--- config.mk ---
export PLATFORM = sky130hd
export DESIGN_NAME = dpm_port_arbiter
export DESIGN_NICKNAME = d
export VERILOG_FILES = /design/src/rtl/dpm_port_arbiter.sv
export SDC_FILE = /design/constraint.sdc
export NUM_CORES = 1
export LEC_CHECK = 0
export BUFFER_PORTS_ARGS = -buffer_cell sky130_fd_sc_hd__buf_2
export CORE_MARGIN = 1
export CORE_UTILIZATION = 41
export DETAILED_ROUTE_END_ITERATION = 16
export PLACE_DENSITY = 0.76
export SLEW_MARGIN = 20
export SYNTH_ARGS = -nofsm -noshare
export SYNTH_HDL_FRONTEND = slang
export SYNTH_SLANG_ARGS = --single-unit
--- constraint.sdc ---
create_clock -name i_clk -period 1.5 [get_ports i_clk]
set_input_delay 0.15 -clock i_clk [delete_from_list [all_inputs] [get_ports i_clk]]
set_output_delay 0.15 -clock i_clk [all_outputs]
set_load 0.05 [all_outputs]
--- src/rtl/dpm_port_arbiter.sv ---
// dpm_port_arbiter: shares one memory port among NREQ requesters, one access at a time.
// Optional macro DPM_ARB_FIXED_PRIO_EN selects fixed priority (lowest index wins) instead of round robin.
module dpm_port_arbiter #(
    parameter int WIDTH = 8,
    parameter int ADDR  = 3,
    parameter int NREQ  = 4
) (
    input  logic                    i_clk,
    input  logic                    i_rst,
    input  logic [NREQ-1:0]         i_req,
    input  logic [NREQ-1:0]         i_we,
    input  logic [NREQ*ADDR-1:0]    i_addr,
    input  logic [NREQ*WIDTH-1:0]   i_din,
    output logic [NREQ-1:0]         o_gnt,
    output logic [NREQ-1:0]         o_rvalid,
    output logic [WIDTH-1:0]        o_rdata,
    output logic                    o_busy,
    output logic                    o_mem_en,
    output logic                    o_mem_we,
    output logic [ADDR-1:0]         o_mem_addr,
    output logic [WIDTH-1:0]        o_mem_din,
    input  logic [WIDTH-1:0]        i_mem_dout
);

    localparam int IW = (NREQ > 1) ? $clog2(NREQ) : 1;

    typedef enum logic [1:0] {IDLE, ISSUE, RDCAP} state_t;

    state_t        state;
    logic [IW-1:0] win_idx;
    logic          win_we;
    logic [IW-1:0] winner;
    logic          found;

    function automatic logic [NREQ-1:0] onehot(input logic [IW-1:0] idx);
        return NREQ'(1) << idx;
    endfunction

`ifdef DPM_ARB_FIXED_PRIO_EN
    always_comb begin
        winner = '0;
        found  = 1'b0;
        for (int k = 0; k < NREQ; k++) begin
            if (!found && i_req[k]) begin
                winner = IW'(k);
                found  = 1'b1;
            end
        end
    end
`else
    logic [IW-1:0] ptr;
    logic [IW-1:0] cand;

    // Search starts just after the last granted requester so every requester gets a turn.
    always_comb begin
        winner = '0;
        found  = 1'b0;
        cand   = '0;
        for (int k = 1; k <= NREQ; k++) begin
            cand = IW'((int'(ptr) + k) % NREQ);
            if (!found && i_req[cand]) begin
                winner = cand;
                found  = 1'b1;
            end
        end
    end
`endif

    assign o_busy = (state != IDLE);

    always_ff @(posedge i_clk or posedge i_rst) begin
        if (i_rst) begin
            state      <= IDLE;
            win_idx    <= '0;
            win_we     <= 1'b0;
            o_gnt      <= '0;
            o_rvalid   <= '0;
            o_rdata    <= '0;
            o_mem_en   <= 1'b0;
            o_mem_we   <= 1'b0;
            o_mem_addr <= '0;
            o_mem_din  <= '0;
`ifndef DPM_ARB_FIXED_PRIO_EN
            ptr        <= IW'(NREQ - 1);
`endif
        end else begin
            case (state)
                IDLE: begin
                    o_rvalid <= '0;
                    o_gnt    <= '0;
                    o_mem_en <= 1'b0;
                    o_mem_we <= 1'b0;
                    if (found) begin
                        o_mem_en   <= 1'b1;
                        o_mem_we   <= i_we[winner];
                        o_mem_addr <= i_addr[int'(winner)*ADDR +: ADDR];
                        o_mem_din  <= i_din[int'(winner)*WIDTH +: WIDTH];
                        o_gnt      <= onehot(winner);
                        win_idx    <= winner;
                        win_we     <= i_we[winner];
`ifndef DPM_ARB_FIXED_PRIO_EN
                        ptr        <= winner;
`endif
                        state      <= ISSUE;
                    end
                end
                // The memory performs the access on this edge; address/data stay put.
                ISSUE: begin
                    o_gnt    <= '0;
                    o_mem_en <= 1'b0;
                    o_mem_we <= 1'b0;
                    state    <= win_we ? IDLE : RDCAP;
                end
                RDCAP: begin
                    o_rdata  <= i_mem_dout;
                    o_rvalid <= onehot(win_idx);
                    state    <= IDLE;
                end
                default: state <= IDLE;
            endcase
        end
    end

endmodule

==> results of run 1 <==
==> what timing repair did <==
action | 4_1_cts | 5_1_grt
hold buffers | 1 | 0
setup endpoints to repair | 14 | 17
cloned | 0 | 0
buffers inserted | 3 | 2
endpoints found under the hold margin | 34 | 0
gates resized for setup | 5 | 19
pin swaps | 3 | 14
==> synthesized netlist by cell type (2+ instances only) <==
library cell,instances,area [µm²]
and4_1,12,105.1
nor2b_1,3,18.77
mux2_2,8,90.09
buf_2,2,10.01
clkbuf_1,7,26.28
a211oi_1,22,165.2
a22o_1,2,17.52
o21ai_1,3,15.01
a32o_1,2,20.02
o211ai_1,2,15.01
nand2_1,10,37.54
mux2i_1,12,120.1
nand2b_1,2,12.51
dfstp_2,2,52.55
inv_1,4,15.01
nor2_1,17,63.81
a21oi_1,2,10.01
o21ai_0,5,25.02
nand3_1,3,15.01
dfrtp_1,34,850.8
==> layer usage <==
layer | GRT usage | wire (µm)
met1 | 0.2419 | 1954
met2 | 0.3811 | 2333
met3 | 0.05833 | 279
met4 | 0.07813 | 58
met5 | 0 | 0
==> worst reg2reg max path: stages, from the launching register on <==
cell      delay, ns
dfstp_2        0.55
nand2b_1       0.11
a21o_1         0.17
and3_4         0.24
buf_12         0.15
mux2i_2        0.22
a211oi_2       0.08
==> flip-flops by register name, indices dropped and copies added (netlist names) <==
name,cells
win_we,1
o_mem_addr,3
o_gnt,4
o_mem_we,1
o_rvalid,4
o_mem_din,8
o_mem_en,1
ptr,2
win_idx,2
o_rdata,8
state,2
==> layout make-up <==
cell class | instances | area (µm²) | area share
Clock buffer | 6 | 82.58 | 0.03112
Clock inverter | 2 | 10.01 | 0.003772
Inverter | 5 | 20.02 | 0.007544
Multi-Input combinational cell | 115 | 882.1 | 0.3324
Sequential cell | 36 | 903.4 | 0.3404
Tap cell | 50 | 62.56 | 0.02357
Timing Repair Buffer | 117 | 693.2 | 0.2612
==> through the flow <==
step	area, µm²	total power (W)
2_1_floorplan	1815	0.004522
3_3_place_gp	2416	0.005495
3_5_place_dp	2416	0.005589
4_1_cts	2561	0.006404
5_1_grt	2654	0.007005
6_report	2654	0.006561
==> where the power goes <==
part	switching (W)	internal [W]
combinational	0.00264	0.00148
clock	0.000344	0.000366
sequential	0.000260	0.00147
==> cell families after synthesis <==
| logic type | count (synthesis) |
|---|---|
| simple gates | 52 |
| buf+inv | 17 |
| compound gates | 43 |
| flops | 36 |
| mux | 20 |
==> worst min-delay path by stage <==
stage | to | cells past startpoint | start
after floorplan | o_rdata[0] | 1 | i_mem_dout[0]
after global placement | o_rdata[4] | 3 | i_rst
after detailed placement | o_gnt[0] | 3 | i_rst
after CTS | o_rdata[6] | 2 | i_mem_dout[6]
after global routing | o_rdata[0] | 2 | i_mem_dout[0]
final | o_rdata[6] | 2 | i_mem_dout[6]
==> impl_metrics.csv, run 1 <==
group,metric,value,unit
power,powerDensity,2472,mW/mm²
logic_synthesis,ys_warn_count,0,
critical_path,crit_path_start,"ptr[0]",
floorplanning,die_x,68.32,µm
logic_synthesis,synth_mux_area_frac,0.1166,
critical_path,regToRegSetupSlack,-0.13,ns
timing,setup_tns,-1.344,ns
timing,finalCritPeriodShare,1.085,
floorplanning,initial_core_util,0.4381,
logic_synthesis,synth_nets,230,
timing,hold_slack,0.09573,ns
floorplanning,rows,23,
run,max_cap_violations,0,
critical_path,path_class,"flop to flop",
layout,layout_commonest_cell,"buf_2",
timing,finalClockSkew,0.005363,ns
worst_hold_path,hold_path_class,"input pin to flop",
placement,place.gp.congestion,0.7337,
power,ir_drop,0.001060,V
critical_path,start_kind,"flop",
status,violations,"negative setup slack",
layout,fin_nets,342,
logic_synthesis,ys.flop_type,"dfrtp_1",
logic_synthesis,seq_area_frac_synth,0.5010,
logic_synthesis,netlist_instances,168,
logic_synthesis,synthAdderAreaFrac,0,
critical_path,worst-path-stages,6,
critical_path,crit_fanout,8,
critical_path,crit_path_end,"o_mem_din[6]",
route,routed_via_density,5.218,
logic_synthesis,yosysUniqueCellTypes,34,
power,p_leak,1.298,nW
logic_synthesis,synth_xor_area_frac,0,
logic_synthesis,synth_edf_count,0,
timing,drv_slew,0,
route,first_pass_iters,4,
placement,place_ws,-0.1759,ns
placement,io_buffers,91,
route,drc,0,
global_routing,overflow,0,
critical_path,cp.buffers_inverters,1,
clocking,insertion_delay,0.29,ns
global_routing,grt_pass1_wl,7272,µm
critical_path,crit_slowest_cell,"dfstp_2",
layout,final_cell_mix,"91 x buf_2, 34 x dfrtp_1, 19 x buf_4, 16 x nor2_1, 15 x a211oi_1",
floorplanning,die_h,68.32,µm
timing,slew_headroom,0.7010,
clocking,cts_inserted_buffers,5,
layout,antennaDiodeCount,0,
layout,areaGrowthSynthToFinish,47.19,%
logic_synthesis,avgSynthCellArea,10.73,µm²
clocking,max-clock-path-buffers,2,
logic_synthesis,synth_simple_gate_area_frac,0.1596,
logic_synthesis,synth_top_family_by_area,"compound AO/OA/AOI/OAI gates",
floorplanning,core,0.004115,mm²
placement,dp.cells,317,
layout,final_cells,331,
timing,fmax,614.4,MHz
critical_path,reg2regPathDepth,6,
layout,drive_above_1_share,0.5374,
timing,rsz0062_at_grt,"yes",
route,wirelength,4626,µm
global_routing,grt_max_degree,37,
clocking,tritoncts,"yes",
critical_path,max_stage_delay,0.55,ns
floorplanning,pin_count,92,
timing,finalSetupViolCount,15,
global_routing,grt_pass1_vias,1675,
timing,fin_ws,-0.1275,ns
status,status,"finished with violations",
global_routing,grt_antenna_before_repair,0,
global_routing,gr-usage-all-layers,0.2142,
clocking,cts_sinks,36,
floorplanning,dieArea,0.004667,mm²
timing,period_needed,1.627,ns
logic_synthesis,async_flop_share,1.000,
placement,hpwl,3346,µm
route,initialDrtViolationCount,89,
critical_path,worst_r2r_endpoint,"o_mem_din[6]",
critical_path,path_cells,"nand2b_1 -> a21o_1 -> and3_4 -> buf_12 -> mux2i_2 -> a211oi_2",
logic_synthesis,synth_compound_area_frac,0.1735,
timing,tightest_slew,0.4485,ns
critical_path,cp.arrival,1.80,ns
route,antenna_left,0,
clocking,root_buffer,"clkbuf_8",
timing,hold_viol,0,
layout,fillers,351,
critical_path,critPathCaptureType,"flop",
critical_path,reg2reg_from,"ptr[0]",
clocking,clk_pin_slew,0.07,ns
critical_path,path_delay_family,"flip-flops",
route,routedWlPerCell,13.98,µm
layout,final_core_util,0.6449,
logic_synthesis,syn-cell-area,0.001803,mm²
route,vias,1727,
logic_synthesis,ys_seq_elements,36,
critical_path,cp.required,1.68,ns
clocking,htreeDepth,2,
Power figures use the tool's default switching activity.
==> run 2: changes to the inputs <==
- SKIP_LAST_GASP: default -> 1
==> run 2 against run 1 <==
Compared with the run above: the run still ends with negative setup slack left; non-clock buffer count did not move; routed wire length barely moved; count of clock-buffer cells in the layout did not move; largest cell class unchanged.
==> impl_metrics.csv, run 2 (same netlist as run 1, synthesis figures left out) <==
group,metric,value,unit
clocking,cts_inserted_buffers,5,
critical_path,cp.arrival,1.81,ns
power,ir_drop,0.001058,V
timing,hold_viol,0,
global_routing,grt_pass1_wl,7272,µm
timing,hold_slack,0.09678,ns
clocking,tritoncts,"yes",
global_routing,grt_max_degree,37,
layout,layout_commonest_cell,"buf_2",
timing,period_needed,1.632,ns
global_routing,overflow,0,
placement,place_ws,-0.1759,ns
critical_path,crit_slowest_cell,"dfstp_2",
clocking,cts_sinks,36,
layout,areaGrowthSynthToFinish,47.19,%
critical_path,path_cells,"nand2b_1 -> a21o_1 -> and3_4 -> buf_12 -> mux2i_4 -> a211oi_2",
critical_path,max_stage_delay,0.55,ns
critical_path,cp.required,1.67,ns
route,routed_via_density,5.224,
power,p_leak,1.298,nW
global_routing,gr-usage-all-layers,0.2142,
layout,drive_above_1_share,0.5374,
floorplanning,pin_count,92,
layout,final_cells,331,
floorplanning,core,0.004115,mm²
route,m1WireLength,1945,µm
global_routing,grt_pass1_vias,1675,
route,wl_met3,295,µm
clocking,max-clock-path-buffers,2,
placement,dp.cells,317,
placement,io_buffers,91,
clocking,clk_pin_slew,0.07,ns
power,powerDensity,2469,mW/mm²
route,routed.top_layer,"met4",
timing,finalCritPeriodShare,1.088,
timing,slew_headroom,0.6984,
route,initialDrtViolationCount,81,
placement,hpwl,3346,µm
placement,place.gp.congestion,0.7337,
worst_hold_path,hold_path_class,"input pin to flop",
critical_path,crit_fanout,8,
route,wirelength,4627,µm
timing,finalSetupViolCount,15,
layout,final_cell_mix,"91 x buf_2, 34 x dfrtp_1, 19 x buf_4, 16 x nor2_1, 15 x a211oi_1",
floorplanning,die_h,68.32,µm
timing,drv_slew,0,
route,wl_met2,2330,µm
route,drc,0,
critical_path,start_kind,"flop",
clocking,htreeDepth,2,
floorplanning,rows,23,
timing,tightest_slew,0.4524,ns
global_routing,grt_antenna_before_repair,0,
route,antenna_left,0,
critical_path,critPathCaptureType,"flop",
floorplanning,die_x,68.32,µm
layout,top_regs,"o_mem_din: 8 flops, o_rdata: 8 flops",
timing,fin_ws,-0.1315,ns
layout,antennaDiodeCount,0,
floorplanning,dieArea,0.004667,mm²
clocking,root_buffer,"clkbuf_8",
route,first_pass_iters,4,
route,vias,1729,
timing,finalClockSkew,0.005744,ns
route,routedWlPerCell,13.98,µm
run,max_cap_violations,0,
status,status,"finished with violations",
layout,fin_nets,342,
status,violations,"negative setup slack",
clocking,insertion_delay,0.29,ns
critical_path,path_class,"flop to flop",
timing,fmax,612.9,MHz
floorplanning,initial_core_util,0.4381,
timing,rsz0062_at_grt,"yes",
-- run 2: power breakdown --
part / switching (W) / internal (W) / total (W)
clock: 0.000344 / 0.000366 / 0.000710
sequential: 0.000258 / 0.00147 / 0.00173
combinational: 0.00264 / 0.00148 / 0.00412
total: 0.00324 / 0.00331 / 0.00655
-- run 2: final cells by class --
cell class,count,area [µm²]
Clock buffer,6,82.58
Clock inverter,2,10.01
Fill cell,351,1461
Inverter,5,20.02
Multi-Input combinational cell,115,882.1
Sequential cell,36,903.4
Tap cell,50,62.56
Timing Repair Buffer,117,693.2
-- run 2: final timing paths --
check                                   start       endpoint  slack (ns)  cells after the start
worst max register to register         ptr[0]  o_mem_addr[2]       -0.13                      6
max in group asynchronous               i_rst         ptr[1]        0.66                      4
worst max-delay path                   ptr[0]  o_mem_addr[2]       -0.13                      6
worst min-delay path            i_mem_dout[6]     o_rdata[6]         0.1                      2
worst min register to register         win_we       state[1]        0.45                      1
min in group asynchronous               i_rst       o_gnt[2]        0.50                      4
-- run 2: per-stage QoR --
stage / TNS [ns] / util / total power [W] / instance area [µm²]
after floorplan: -0.7115 / - / 0.004522 / 1815
after global placement: -0.7873 / 0.5871 / 0.005495 / 2416
after detailed placement: -1.805 / 0.5871 / 0.005589 / 2416
after CTS: -1.279 / 0.6224 / 0.006404 / 2561
after global routing: -2.659 / 0.6449 / 0.007003 / 2654
final: -1.380 / 0.6449 / 0.006554 / 2654
-- run 2: routing by layer --
| layer | up-vias | GRT usage |
|---|---|---|
| li1 | 846 | - |
| met1 | 801 | 0.2419 |
| met2 | 76 | 0.3811 |
| met3 | 6 | 0.05833 |
| met4 | 0 | 0.07813 |
| met5 | - | 0 |
-- run 2: critical path, delay by kind of cell, from the launching register on --
family	cells	cell delay, ns
simple gates	2	0.35
mux	1	0.22
compound gates	2	0.25
flops	1	0.55
buf+inv	1	0.15
-- run 2: timing repair --
item | CTS | global route
pin swaps | 3 | 14
endpoints found under the setup margin | 14 | 17
resized for setup | 5 | 18
hold buffers | 1 | 0
hold endpoints to repair | 34 | 0
buffers inserted | 3 | 2
==> run 3: changes to the inputs <==
- CORE_UTILIZATION: 41 -> 28
- CTS_CLUSTER_SIZE: default -> 10
- PLACE_DENSITY: 0.76 -> default
==> run 3 against run 2 <==
Compared with the run above: highest routed layer unchanged; first-iteration DRC count is 15% higher; worst setup slack better by 0.018 ns; worst hold slack worse by 0.015 ns; largest power group unchanged; via count is 4.1% lower; critical path type unchanged; the run still ends with negative setup slack left; critical endpoint is now o_mem_addr[1].
==> impl_metrics.csv, run 3 (same netlist as run 1, synthesis figures left out) <==
group,metric,value,unit
status,status,"finished with violations",
status,violations,"negative setup slack",
critical_path,path_class,"flop to flop",
placement,hpwl,3650,µm
layout,final_cell_mix,"91 x buf_2, 34 x dfrtp_1, 20 x a211oi_1, 15 x nor2_1, 15 x buf_4",
route,first_pass_iters,4,
global_routing,grt_antenna_before_repair,0,
critical_path,path_delay_family,"flip-flops",
placement,placed_area,0.002487,mm²
critical_path,cp.required,1.67,ns
clocking,htreeDepth,2,
floorplanning,dieArea,0.006764,mm²
timing,finalSetupViolCount,17,
timing,fin_ws,-0.1135,ns
clocking,tritoncts,"yes",
critical_path,start_kind,"flop",
critical_path,cp.arrival,1.79,ns
timing,finalCritPeriodShare,1.076,
global_routing,gr-usage-all-layers,0.1542,
critical_path,cp.buffers_inverters,1,
timing,finalClockSkew,0.006762,ns
power,power_switching,0.003307,W
power,finalPower,0.006783,W
global_routing,grt_pass1_wl,7721,µm
timing,tightest_slew,0.4618,ns
route,routedWlPerCell,14.01,µm
timing,fmax,619.8,MHz
clocking,insertion_delay,0.29,ns
worst_hold_path,hold_path_class,"input pin to flop",
power,powerDensity,2509,mW/mm²
route,wirelength,4946,µm
timing,drv_slew,0,
global_routing,grt_max_degree,37,
global_routing,overflow,0,
floorplanning,pin_count,92,
clocking,root_buffer,"clkbuf_8",
route,antenna_left,0,
layout,antennaDiodeCount,0,
route,initialDrtViolationCount,93,
timing,period_needed,1.613,ns
floorplanning,rows,28,
placement,io_buffers,91,
floorplanning,die_x,82.25,µm
run,max_cap_violations,0,
layout,fin_nets,339,
floorplanning,die_h,82.25,µm
critical_path,critPathCaptureType,"flop",
power,power_frac_seq,0.256,
layout,areaGrowthSynthToFinish,49.97,%
floorplanning,core,0.006061,mm²
power,p_leak,1.294,nW
critical_path,path_cells,"nand2b_1 -> a21o_1 -> and3_4 -> buf_6 -> mux2i_2 -> a211oi_2",
clocking,cts_sinks,36,
layout,drive_above_1_share,0.5252,
critical_path,crit_fanout,5,
timing,rsz0062_at_grt,"yes",
timing,hold_viol,0,
route,drc,0,
clocking,max-clock-path-buffers,2,
placement,place.gp.congestion,0.7459,
layout,top_regs,"o_mem_din: 8 flops, o_rdata: 8 flops",
critical_path,max_stage_delay,0.56,ns
route,routed_via_density,4.697,
power,p_comb_frac,0.618,
global_routing,grt_pass1_vias,1650,
layout,multi_input_area,888.4,µm²
power,p_int,0.003476,W
floorplanning,initial_core_util,0.2975,
critical_path,crit_slowest_cell,"dfstp_2",
power,clockPowerShare,0.126,
layout,fillers,583,
clocking,cts_inserted_buffers,5,
timing,slew_headroom,0.6921,
layout,finish.instance_area,0.002704,mm²
power,switching_share,0.4876,
power,ir_drop,0.001132,V
layout,layout_commonest_cell,"buf_2",
layout,seq_area,903.4,µm²
route,vias,1658,
clocking,clk_pin_slew,0.08,ns
run 3: cell types whose count changed in the layout (fill, tap and decap cells not counted), sizes merged:
| cell | delta |
|---|---|
| clkinv | -1 |
| bufinv | +1 |
| buf | -3 |
| clkbuf | -1 |
| clkinvlp | +1 |
run 3: area by class of cell:
class	count	area share
inverters	5	0.007404
repair buffers	114	0.2540
flip-flops and latches	36	0.3341
multi-input cells	115	0.3286
well taps	75	0.03471
clock inverters	3	0.01573
clock buffers	5	0.02545
run 3: per-stage QoR:
stage          hold slack (ns)  worst slack, ns  utilization  TNS (ns)  std cells
2_1_floorplan           0.3017          -0.1436            -   -0.7115        168
5_1_grt                0.07253          -0.1926       0.4461    -2.696        353
3_5_place_dp            0.2859          -0.1414       0.4104    -1.385        344
3_3_place_gp            0.2793          -0.1066       0.4104   -0.9337        344
4_1_cts                0.07532          -0.1084       0.4377    -1.163        353
6_report               0.08171          -0.1135       0.4461    -1.315        353
run 3: path summary, 6_finish.rpt:
| path | endpoint | slack (ns) | startpoint | depth (start not counted) |
|---|---|---|---|---|
| max | o_mem_addr[1] | -0.11 | ptr[0] | 6 |
| min | o_rdata[6] | 0.08 | i_mem_dout[6] | 2 |
| max reg2reg | o_mem_addr[1] | -0.11 | ptr[0] | 6 |
| min reg2reg | state[1] | 0.43 | win_we | 1 |
| max in group asynchronous | ptr[0] | 0.65 | i_rst | 4 |
| min in group asynchronous | o_gnt[3] | 0.50 | i_rst | 4 |
run 3: routing by layer:
metal | GRT usage | up-vias | wire (µm)
met3 | 0.04835 | 5 | 345
met4 | 0.04737 | 0 | 66
met5 | 0 | - | 0
met1 | 0.2040 | 759 | 2199
li1 | - | 836 | -
met2 | 0.2397 | 58 | 2334
run 3: worst reg2reg max path, cell delays in order (launching register included):
cell,delay (ns)
dfstp_2,0.56
nand2b_1,0.11
a21o_1,0.15
and3_4,0.23
buf_6,0.14
mux2i_2,0.23
a211oi_2,0.09
run 3: timing repair:
item                                    CTS  global route
buffers inserted                          1             0
pin swaps                                 5             6
hold buffers                              1             0
endpoints found under the setup margin   16            20
hold endpoints to repair                 34             0
resized for setup                        11            12
run 3: power groups by stage:
stage	Combinational [W]	Sequential (W)	Clock [W]
floorplan	0.00153	0.00300	0
global placement	0.00395	0.00173	0
detailed placement	0.00399	0.00174	0
CTS	0.00411	0.00173	0.000876
global route	0.00448	0.00180	0.000924
finish	0.00419	0.00174	0.000852
